[src/rtl/aes_mix_columns_engine_pkg.sv]
// Shared AES MixColumns definitions: GF(2^8) helpers built from xtime,
// datapath widths and the engine state encoding.
package aes_pkg;

  localparam int AES_W    = 128;
  localparam int COL_W    = 32;
  localparam int NUM_COLS = 4;

  typedef enum logic [1:0] {IDLE, CALC, DONE} state_t;

  // Multiply by x modulo x^8 + x^4 + x^3 + x + 1 (0x11B)
  function automatic logic [7:0] xtime(input logic [7:0] b);
    return {b[6:0], 1'b0} ^ (b[7] ? 8'h1b : 8'h00);
  endfunction

  function automatic logic [7:0] gf_mul2(input logic [7:0] b);
    return xtime(b);
  endfunction

  function automatic logic [7:0] gf_mul3(input logic [7:0] b);
    return xtime(b) ^ b;
  endfunction

  function automatic logic [7:0] gf_mul9(input logic [7:0] b);
    return xtime(xtime(xtime(b))) ^ b;
  endfunction

  function automatic logic [7:0] gf_mulb(input logic [7:0] b);
    return xtime(xtime(xtime(b))) ^ xtime(b) ^ b;
  endfunction

  function automatic logic [7:0] gf_muld(input logic [7:0] b);
    return xtime(xtime(xtime(b))) ^ xtime(xtime(b)) ^ b;
  endfunction

  function automatic logic [7:0] gf_mule(input logic [7:0] b);
    return xtime(xtime(xtime(b))) ^ xtime(xtime(b)) ^ xtime(b);
  endfunction

endpackage

[src/rtl/aes_mix_columns_engine_word.sv]
// Combinational (Inv)MixColumns on one 32-bit column; row 0 is the top byte.
module aes_mix_column_word
  import aes_pkg::*;
(
  input  logic [COL_W-1:0] word,
  input  logic             inv,
  output logic [COL_W-1:0] result
);

  logic [7:0] a [NUM_COLS];

  always_comb begin
    result = '0;
    for (int r = 0; r < NUM_COLS; r++) begin
      a[r] = word[COL_W-1-8*r -: 8];
    end
    for (int r = 0; r < NUM_COLS; r++) begin
      if (inv) begin
        result[COL_W-1-8*r -: 8] = gf_mule(a[r]) ^ gf_mulb(a[(r+1)%4]) ^
                                   gf_muld(a[(r+2)%4]) ^ gf_mul9(a[(r+3)%4]);
      end else begin
        result[COL_W-1-8*r -: 8] = gf_mul2(a[r]) ^ gf_mul3(a[(r+1)%4]) ^
                                   a[(r+2)%4] ^ a[(r+3)%4];
      end
    end
  end

endmodule

[src/rtl/aes_mix_columns_engine.sv]
// Multi-cycle (Inv)MixColumns engine: transforms COLS_PER_CYCLE columns of the
// 128-bit state per clock in place, with valid/ready on both sides.
module aes_mix_columns_engine
  import aes_pkg::*;
#(
  parameter int COLS_PER_CYCLE = 1,
  parameter int OUT_REG        = 1
) (
  input  logic             clk,
  input  logic             rst_n,
  input  logic             in_valid,
  output logic             in_ready,
  input  logic             in_inv,
  input  logic [AES_W-1:0] in_data,
  output logic             out_valid,
  input  logic             out_ready,
  output logic [AES_W-1:0] out_data,
  output logic             busy
);

  if (COLS_PER_CYCLE != 1 && COLS_PER_CYCLE != 2 && COLS_PER_CYCLE != 4) begin : g_bad_cols
    $error("aes_mix_columns_engine: COLS_PER_CYCLE must be 1, 2 or 4");
  end

  localparam logic [1:0] STEP = 2'(COLS_PER_CYCLE);
  localparam logic [1:0] LAST = 2'(NUM_COLS - COLS_PER_CYCLE);

  state_t           state, state_nxt;
  logic [1:0]       cnt;
  logic             inv_mode;
  logic             drain;
  logic [AES_W-1:0] work;
  logic             accept;
  logic             last_grp;

  logic [COL_W-1:0] col_word [COLS_PER_CYCLE];
  logic [COL_W-1:0] col_res  [COLS_PER_CYCLE];

  assign accept    = in_valid && in_ready;
  assign last_grp  = (cnt == LAST);
  assign in_ready  = (state == IDLE) || (state == DONE && out_ready);
  assign out_valid = (state == DONE);
  assign busy      = (state != IDLE);

  for (genvar k = 0; k < COLS_PER_CYCLE; k++) begin : g_col
    assign col_word[k] = work[AES_W-1-COL_W*(int'(cnt)+k) -: COL_W];
    aes_mix_column_word u_word (
      .word   (col_word[k]),
      .inv    (inv_mode),
      .result (col_res[k])
    );
  end

  // drain marks the extra cycle that copies the finished state into the output register
  always_comb begin
    state_nxt = state;
    unique case (state)
      IDLE:    if (in_valid) state_nxt = CALC;
      CALC:    if (drain || (last_grp && OUT_REG == 0)) state_nxt = DONE;
      DONE:    if (out_ready) state_nxt = in_valid ? CALC : IDLE;
      default: state_nxt = IDLE;
    endcase
  end

  always_ff @(posedge clk or negedge rst_n) begin
    if (!rst_n) begin
      state    <= IDLE;
      cnt      <= '0;
      inv_mode <= 1'b0;
      drain    <= 1'b0;
      work     <= '0;
    end else begin
      state <= state_nxt;
      if (accept) begin
        work     <= in_data;
        inv_mode <= in_inv;
        cnt      <= '0;
        drain    <= 1'b0;
      end else if (state == CALC && !drain) begin
        for (int k = 0; k < COLS_PER_CYCLE; k++) begin
          work[AES_W-1-COL_W*(int'(cnt)+k) -: COL_W] <= col_res[k];
        end
        if (last_grp) drain <= (OUT_REG != 0);
        else          cnt   <= cnt + STEP;
      end else if (state == CALC) begin
        drain <= 1'b0;
      end
    end
  end

  if (OUT_REG != 0) begin : g_oreg
    logic [AES_W-1:0] out_q;
    always_ff @(posedge clk or negedge rst_n) begin
      if (!rst_n)                      out_q <= '0;
      else if (state == CALC && drain) out_q <= work;
    end
    assign out_data = out_q;
  end else begin : g_noreg
    assign out_data = (state == DONE) ? work : '0;
  end

endmodule

[config.mk]
export PLATFORM = sky130hd
export DESIGN_NAME = aes_mix_columns_engine
export DESIGN_NICKNAME = d
export VERILOG_FILES = /design/src/rtl/aes_mix_columns_engine_pkg.sv /design/src/rtl/aes_mix_columns_engine_word.sv /design/src/rtl/aes_mix_columns_engine.sv
export SDC_FILE = /design/constraint.sdc
export NUM_CORES = 1
export LEC_CHECK = 0
export ABC_AREA = 1
export CAP_MARGIN = 30
export CORE_ASPECT_RATIO = 0.9
export CORE_MARGIN = 2
export CORE_UTILIZATION = 50
export DETAILED_ROUTE_END_ITERATION = 8
export PLACE_DENSITY = 0.77
export SYNTH_ARGS = -nofsm -noshare
export SYNTH_HDL_FRONTEND = slang
export SYNTH_SLANG_ARGS = --single-unit
[constraint.sdc]
create_clock -name clk -period 2.5 [get_ports clk]
set_input_delay 0.5 -clock clk [delete_from_list [all_inputs] [get_ports clk]]
set_output_delay 0.5 -clock clk [all_outputs]
set_load 0.01 [all_outputs]
== After elaboration in Yosys (flattened, before gate mapping) ==
Cells that the tools add are included.

* Logic and storage cells: 128
* Register bits after elaboration: 262
* Input port bits: 133
* Output and inout port bits: 131

* Equality and inequality tests: 8
* Bitwise logic cells: 64
* Shift operators: 3
* $add $sub $neg: 3
* Muxes and demuxes: 31
* Reduce and logical (&&, ||, !) cells: 13

{| class="wikitable"
|+ Operators with widths
! cell !! count
|-
| 8-bit bitwise XOR || 61
|-
| 128-bit 2-to-1 mux || 2
|-
| 32-bit by 33-bit variable shift with 159-bit output (first input constant) || 1
|-
| 159-bit by 8-bit indexed part select with 32-bit output || 1
|-
| 32-bit by 33-bit indexed part select with 159-bit output || 1
|-
| 128-bit bitwise mux || 1
|-
| 5-bit 2-to-1 mux || 12
|-
| 8-bit negator with 33-bit output || 1
|-
| 8-bit 2-to-1 mux || 4
|-
| 8-bit by 5-bit bitwise XOR with 8-bit output || 3
|-
| 2-bit 2-to-1 mux || 6
|-
| 7-bit by 7-bit subtractor with 8-bit output (first input constant) || 1
|-
| 2-bit inequality test (second input constant) || 3
|-
| 2-bit case mux with 3 select lines || 1
|-
| 1-bit 2-to-1 mux || 5
|-
| 2-bit == test (second input constant) || 2
|-
| 1-bit logical AND || 4
|-
| 2-bit AND reduction || 2
|-
| 2-bit nonzero test || 2
|-
| 3-bit inequality test (second input constant) || 1
|-
| 3-bit AND reduction || 1
|-
| 3-bit nonzero test || 1
|-
| 2-bit by 1-bit adder with 2-bit output (second input constant) || 1
|-
| 2-bit by 1-bit == test with 1-bit output (second input constant) || 1
|-
| 4 further kinds || 4
|}

== Logic depth before layout (Yosys ltp) ==
* Depth in word-level cells: 18
* Gate-level depth with buffers: 22
* Mapped depth without buffers: 19

== Hierarchy ==
Synthesis repeated with hierarchy kept, for this count alone.

* Cell total of the unflattened synthesis: 2908
* Area, all modules: 18896.9 sq um

{| class="wikitable"
|+ By module, submodules not included
! module !! instances !! sequential area each (sq um) !! area an instance (sq um) !! cells an instance
|-
| aes_mix_columns_engine || 1 || 6556.3 || 13877.1 || 1951
|-
| aes_mix_column_word || 1 || 0.0 || 5019.8 || 957
|}

== Least setup slack after synthesis ==
OpenSTA, ideal clock, no wires.

* Path type: flip-flop to flip-flop
* Start: register cnt[0]
* End: register work[117]
* Required time: 2.434 ns
* Period minus slack after synthesis: 2.260 ns
* Cell stages (with the launch flop): 12
* Setup time: 0.066 ns
* Path slack: 0.240 ns
* Arrival time: 2.194 ns
* Buffers on the path: 5
* Cells stage by stage: dfrtp_1 > buf_6 > inv_8 > buf_6 > buf_6 > clkbuf_1 > ha_1 > nand2_1 > nor3_1 > clkbuf_1 > nand4_1 > nand2_1

* Word-level cells in the longest chain between the ends: 16
* Elaborated cells on any way between the ends: 88
* Classes of those cells: 2 x add/sub; 3 x shift; 19 x mux; 64 x bitwise

{| class="wikitable"
|+ Ends and longest elaborated chain
! element !! RTL line !! text
|-
| from (decl) || aes_mix_columns_engine.sv:29 || <nowiki>logic [1:0] cnt;</nowiki>
|-
| from (signal assigned) || aes_mix_columns_engine.sv:84 || <nowiki>else cnt <= cnt + STEP;</nowiki>
|-
| 7-bit by 7-bit subtractor with 8-bit output * || aes_mix_columns_engine.sv:46, aes_mix_columns_engine.sv:81 ||
|-
| 159-bit by 8-bit indexed part select with 32-bit output || aes_mix_columns_engine.sv:46 || <nowiki>assign col_word[k] = work[AES_W-1-COL_W*(int'(cnt)+k) -: COL_W];</nowiki>
|-
| 8-bit bitwise XOR / 5-bit 2-to-1 mux (equally long branches) || aes_mix_columns_engine_pkg.sv:13 || <nowiki>return {b[6:0], 1'b0} ^ (b[7] ? 8'h1b : 8'h00);</nowiki>
|-
| 8-bit bitwise XOR (tied with other cells) || aes_mix_columns_engine_pkg.sv:13 ||
|-
| 5-bit 2-to-1 mux (tied with other cells) || aes_mix_columns_engine_pkg.sv:13 ||
|-
| 8-bit bitwise XOR / 8-bit by 5-bit bitwise XOR with 8-bit output (equally long branches) || aes_mix_columns_engine_pkg.sv:13 ||
|-
| 8-bit bitwise XOR (on tied branches) || aes_mix_columns_engine_pkg.sv:33, aes_mix_columns_engine_pkg.sv:37, aes_mix_columns_engine_pkg.sv:29 ||
|-
| 8-bit bitwise XOR (on tied branches) || aes_mix_columns_engine_pkg.sv:37, aes_mix_columns_engine_pkg.sv:29 ||
|-
| 8-bit bitwise XOR (2 in series) || aes_mix_columns_engine_word.sv:19 || <nowiki>result[COL_W-1-8*r -: 8] = gf_mule(a[r]) ^ gf_mulb(a[(r+1)%4]) ^</nowiki>
|-
| 8-bit bitwise XOR || aes_mix_columns_engine_word.sv:20 || <nowiki>gf_muld(a[(r+2)%4]) ^ gf_mul9(a[(r+3)%4]);</nowiki>
|-
| 8-bit 2-to-1 mux || aes_mix_columns_engine_word.sv:18 || <nowiki>if (inv) begin</nowiki>
|-
| 32-bit by 33-bit indexed part select with 159-bit output || aes_mix_columns_engine.sv:81 || <nowiki>work[AES_W-1-COL_W*(int'(cnt)+k) -: COL_W] <= col_res[k];</nowiki>
|-
| 128-bit bitwise mux * || aes_mix_columns_engine.sv:81 ||
|-
| 128-bit 2-to-1 mux * || aes_mix_columns_engine.sv:79 || <nowiki>end else if (state == CALC && !drain) begin</nowiki>
|-
| 128-bit 2-to-1 mux * || aes_mix_columns_engine.sv:74 || <nowiki>if (accept) begin</nowiki>
|-
| to (signal assigned) || aes_mix_columns_engine.sv:75 || <nowiki>work <= in_data;</nowiki>
|-
| to (signal, indexed assignment) || aes_mix_columns_engine.sv:81 ||
|-
| to (decl) || aes_mix_columns_engine.sv:32 || <nowiki>logic [AES_W-1:0] work;</nowiki>
|}

Every way passes the cells marked *; elsewhere a longest branch is shown, timed or not. The select of a mux whose other input is x is not followed.
A chain may end at the register's enable or synchronous reset.

== Worst setup path after layout ==
* Start: register cnt[0]
* End: register work[57]

Same word-level chain as after synthesis.

==> results.py <==
metrics = {
    "finish": {
        "nets": 3436,
        "area_growth_pct": 41.8,
        "final_cell_count_no_fill": 3797,
        "diodes": 0,
        "layout-drive-gt1-share_pct": 21.5,
        "post-route-cell-area_mm2": 0.0264,
    },
    "logic_synthesis": {
        "syn_avg_cell_area_um2": 6.73,
        "synth_ff_type": "dfrtp_1",
        "yosysSeqAreaShare_pct": 35.3,
        "syn-num-nets": 2901,
        "synth_fa_ha_area_share_pct": 0.269,
        "netlist_top_cells_count": "1,128 x nand2_1, 308 x inv_1, 267 x o21ai_0",
        "post-synth-top-count-cell": "nand2_1",
        "synth_area_leaders": "dfrtp_1 35%, nand2_1 23%, o21ai_0 7.2%",
        "ys_seq_elements": 262,
        "synth-simple-area-share_pct": 37.9,
        "synth_top_family_by_area": "simple AND/OR/NAND/NOR gates",
        "synth_compound_area_share_pct": 7.84,
        "syn-cell-area_mm2": 0.0186,
        "syn_inst": 2764,
        "synth_xor_area_share_pct": 8.84,
        "synth_edf_count": 0,
        "synth_top_area_share_pct": 35.3,
        "yosys.area.top_type": "dfrtp_1",
        "synth.area.mux_share_pct": 0,
        "ys_types": 37,
        "synth_warnings": 0,
        "async_reset_ff_share_pct": 100,
    },
    "critical_path": {
        "required_ns": 2.97,
        "crit_path_end_kind": "flop",
        "critPathMaxFanout": 18,
        "criticalPathCategory": "flop to flop",
        "arrival_ns": 3.27,
        "cp-start-kind": "flop",
    },
    "min_path": {
        "hold_path_class": "primary input to asynchronous set/reset pin",
    },
    "floorplan": {
        "dieArea_mm2": 0.0387,
        "coreArea_mm2": 0.0364,
        "io_pins": 264,
        "num_rows": 66,
        "dieHeight_um": 187,
        "die_w_um": 207,
        "start_util_pct": 51.1,
    },
    "clock_tree": {
        "clock_path_buffers": 3,
        "clockRootBuffer": "clkbuf_16",
        "cts.sinks": 262,
        "cts_tree": "yes",
        "clkTransAtPathRegs_ns": 0.06,
        "cts_max_level": 1,
        "clk-insertion-delay-late_ns": 0.59,
        "cts_buffers": 28,
    },
    "timing": {
        "slew_violations": 0,
        "rsz0062_at_grt": "yes",
        "fin_ws_ns": -0.301,
        "max_slew_margin_pct": 43.9,
        "fmaxAchievable_ghz": 0.357,
        "fin_crit_ns": 2.80,
        "fin_tns_setup_ns": -26.76,
        "hold_viol": 0,
        "tightest_slew_ns": 0.842,
        "skew_ns": 0.0222,
        "setup_violations": 128,
        "fin_crit_sh_pct": 112,
    },
    "detailed_routing": {
        "drcViolationCount": 0,
        "viasPerCell": 5.60,
        "drt-wirelength-per-cell_um": 20.6,
        "dr.first_iter.drc_count": 2351,
        "drt-total-wl_mm": 78.1,
        "firstDrtPassIters": 6,
        "ant_nets": 0,
        "vias": 21300,
    },
    "global_routing": {
        "grt_use_total_pct": 39.5,
        "grt_max_degree": 88,
        "overflow": 0,
        "antenna_found_initial": 0,
        "grt_pass1_wl_mm": 118,
        "grt_pass1_vias": 20200,
    },
    "placement": {
        "place_area_mm2": 0.0241,
        "place_inst": 3718,
        "hpwl_mm": 61.0,
        "place.gp.congestion": 1.06,
        "portBuffers": 263,
        "preCtsSetupSlack_ns": -0.392,
    },
    "outcome": {
        "outcome": "finished with violations",
        "violations": "negative setup slack",
    },
    "flow_run": {
        "drv_cap": 0,
    },
}
==> registers in the layout, summed over array words and instances, names as in the netlist <==
signal and flops:
cnt 2, drain 1, inv_mode 1, out_data 128
state 2, work 128
==> cell type report <==
class,count,area (µm²)
Clock buffer,39,792
Timing Repair inverter,1,8.76
Tap cell,476,596
Multi-Input combinational cell,2060,11100
Timing Repair Buffer,624,5840
Fill cell,2884,10100
Clock inverter,13,185
Inverter,322,1230
Sequential cell,262,6560
==> critical path: stages (launching register included) <==
cell,delay (ns)
dfrtp_4,0.58
inv_12,0.15
buf_12,0.16
nand2_1,0.09
nand2_1,0.06
nand2_1,0.05
nand2_2,0.12
nand2_1,0.07
nand2_2,0.13
nand2_1,0.08
nand2_2,0.11
xor2_1,0.19
buf_4,0.15
nand2_1,0.06
nand2_1,0.06
nand2_1,0.04
nand2_1,0.14
nand2_1,0.18
nand4_1,0.18
nand2_1,0.06
==> per-stage QoR <==
stage	hold slack (ns)	utilization (%)
finish	0.442	72.4
global route	0.498	72.4
CTS	0.462	71.4
detailed placement	0.468	66.2
global placement	0.464	66.2
floorplan	0.204	-
==> cells by family (layout without fill, tap and decap cells) <==
logic type	count (synthesis)	in the layout
and+or+nand+nor	1599	1599
buffers and inverters	442	999
AOI/OAI and AO/OA	289	289
DFF	262	262
xor gates and xnor gates	168	168
adders and majority gates	4	4
==> routing by layer <==
layer / up-vias / GRT usage (%) / routed length [µm]
li1: 9757 / - / -
met1: 10200 / 56.7 / 33700
met2: 1143 / 59.4 / 33400
met3: 169 / 8.78 / 8470
met4: 0 / 12.1 / 2630
met5: - / 0 / 0
==> worst paths after layout <==
check | start | endpoint | slack [ns] | depth (start not counted)
worst max register to register | cnt[0] | work[57] | -0.30 | 19
worst min-delay path | rst_n | out_data[2] | 0.44 | 2
worst max-delay path | cnt[0] | work[57] | -0.30 | 19
worst min register to register | out_data[100] | out_data[100] | 0.48 | 2
max in group asynchronous | rst_n | work[82] | 1.27 | 3
min in group clk | out_data[100] | out_data[100] | 0.48 | 2
==> timing repair <==
action | in CTS | in global routing
setup endpoints to repair | 128 | 128
hold buffers | 1 | 0
hold endpoints to repair | 53 | 0
gates cloned | 2 | 0
buffers inserted | 17 | 7
pin swaps | 38 | 26
gates resized for setup | 166 | 61
==> placed cells by master (no fill, tap or decap), drive strengths merged <==
master         synthesis  routed
nand2               1209    1209
buf                   40     360
inv                  321     322
o21ai                270     270
clkdlybuf4s50          0     262
dfrtp                262     262
nand3                221     221
nand4                117     117
xor2                  98      98
xnor2                 70      70
clkbuf                80      39
nor2                  23      23
or2                   19      19
a21oi                 16      16
clkinv                 1       8
nand3b                 5       5
nor3                   5       5
ha                     4       4
bufinv                 0       4
a21o                   3       3
clkinvlp               0       2
bufbuf                 0       1
dlygate4sd3            0       1
Power is not shown: default switching activity piles up to over one toggle a cycle in this logic, so the estimate is an artifact.
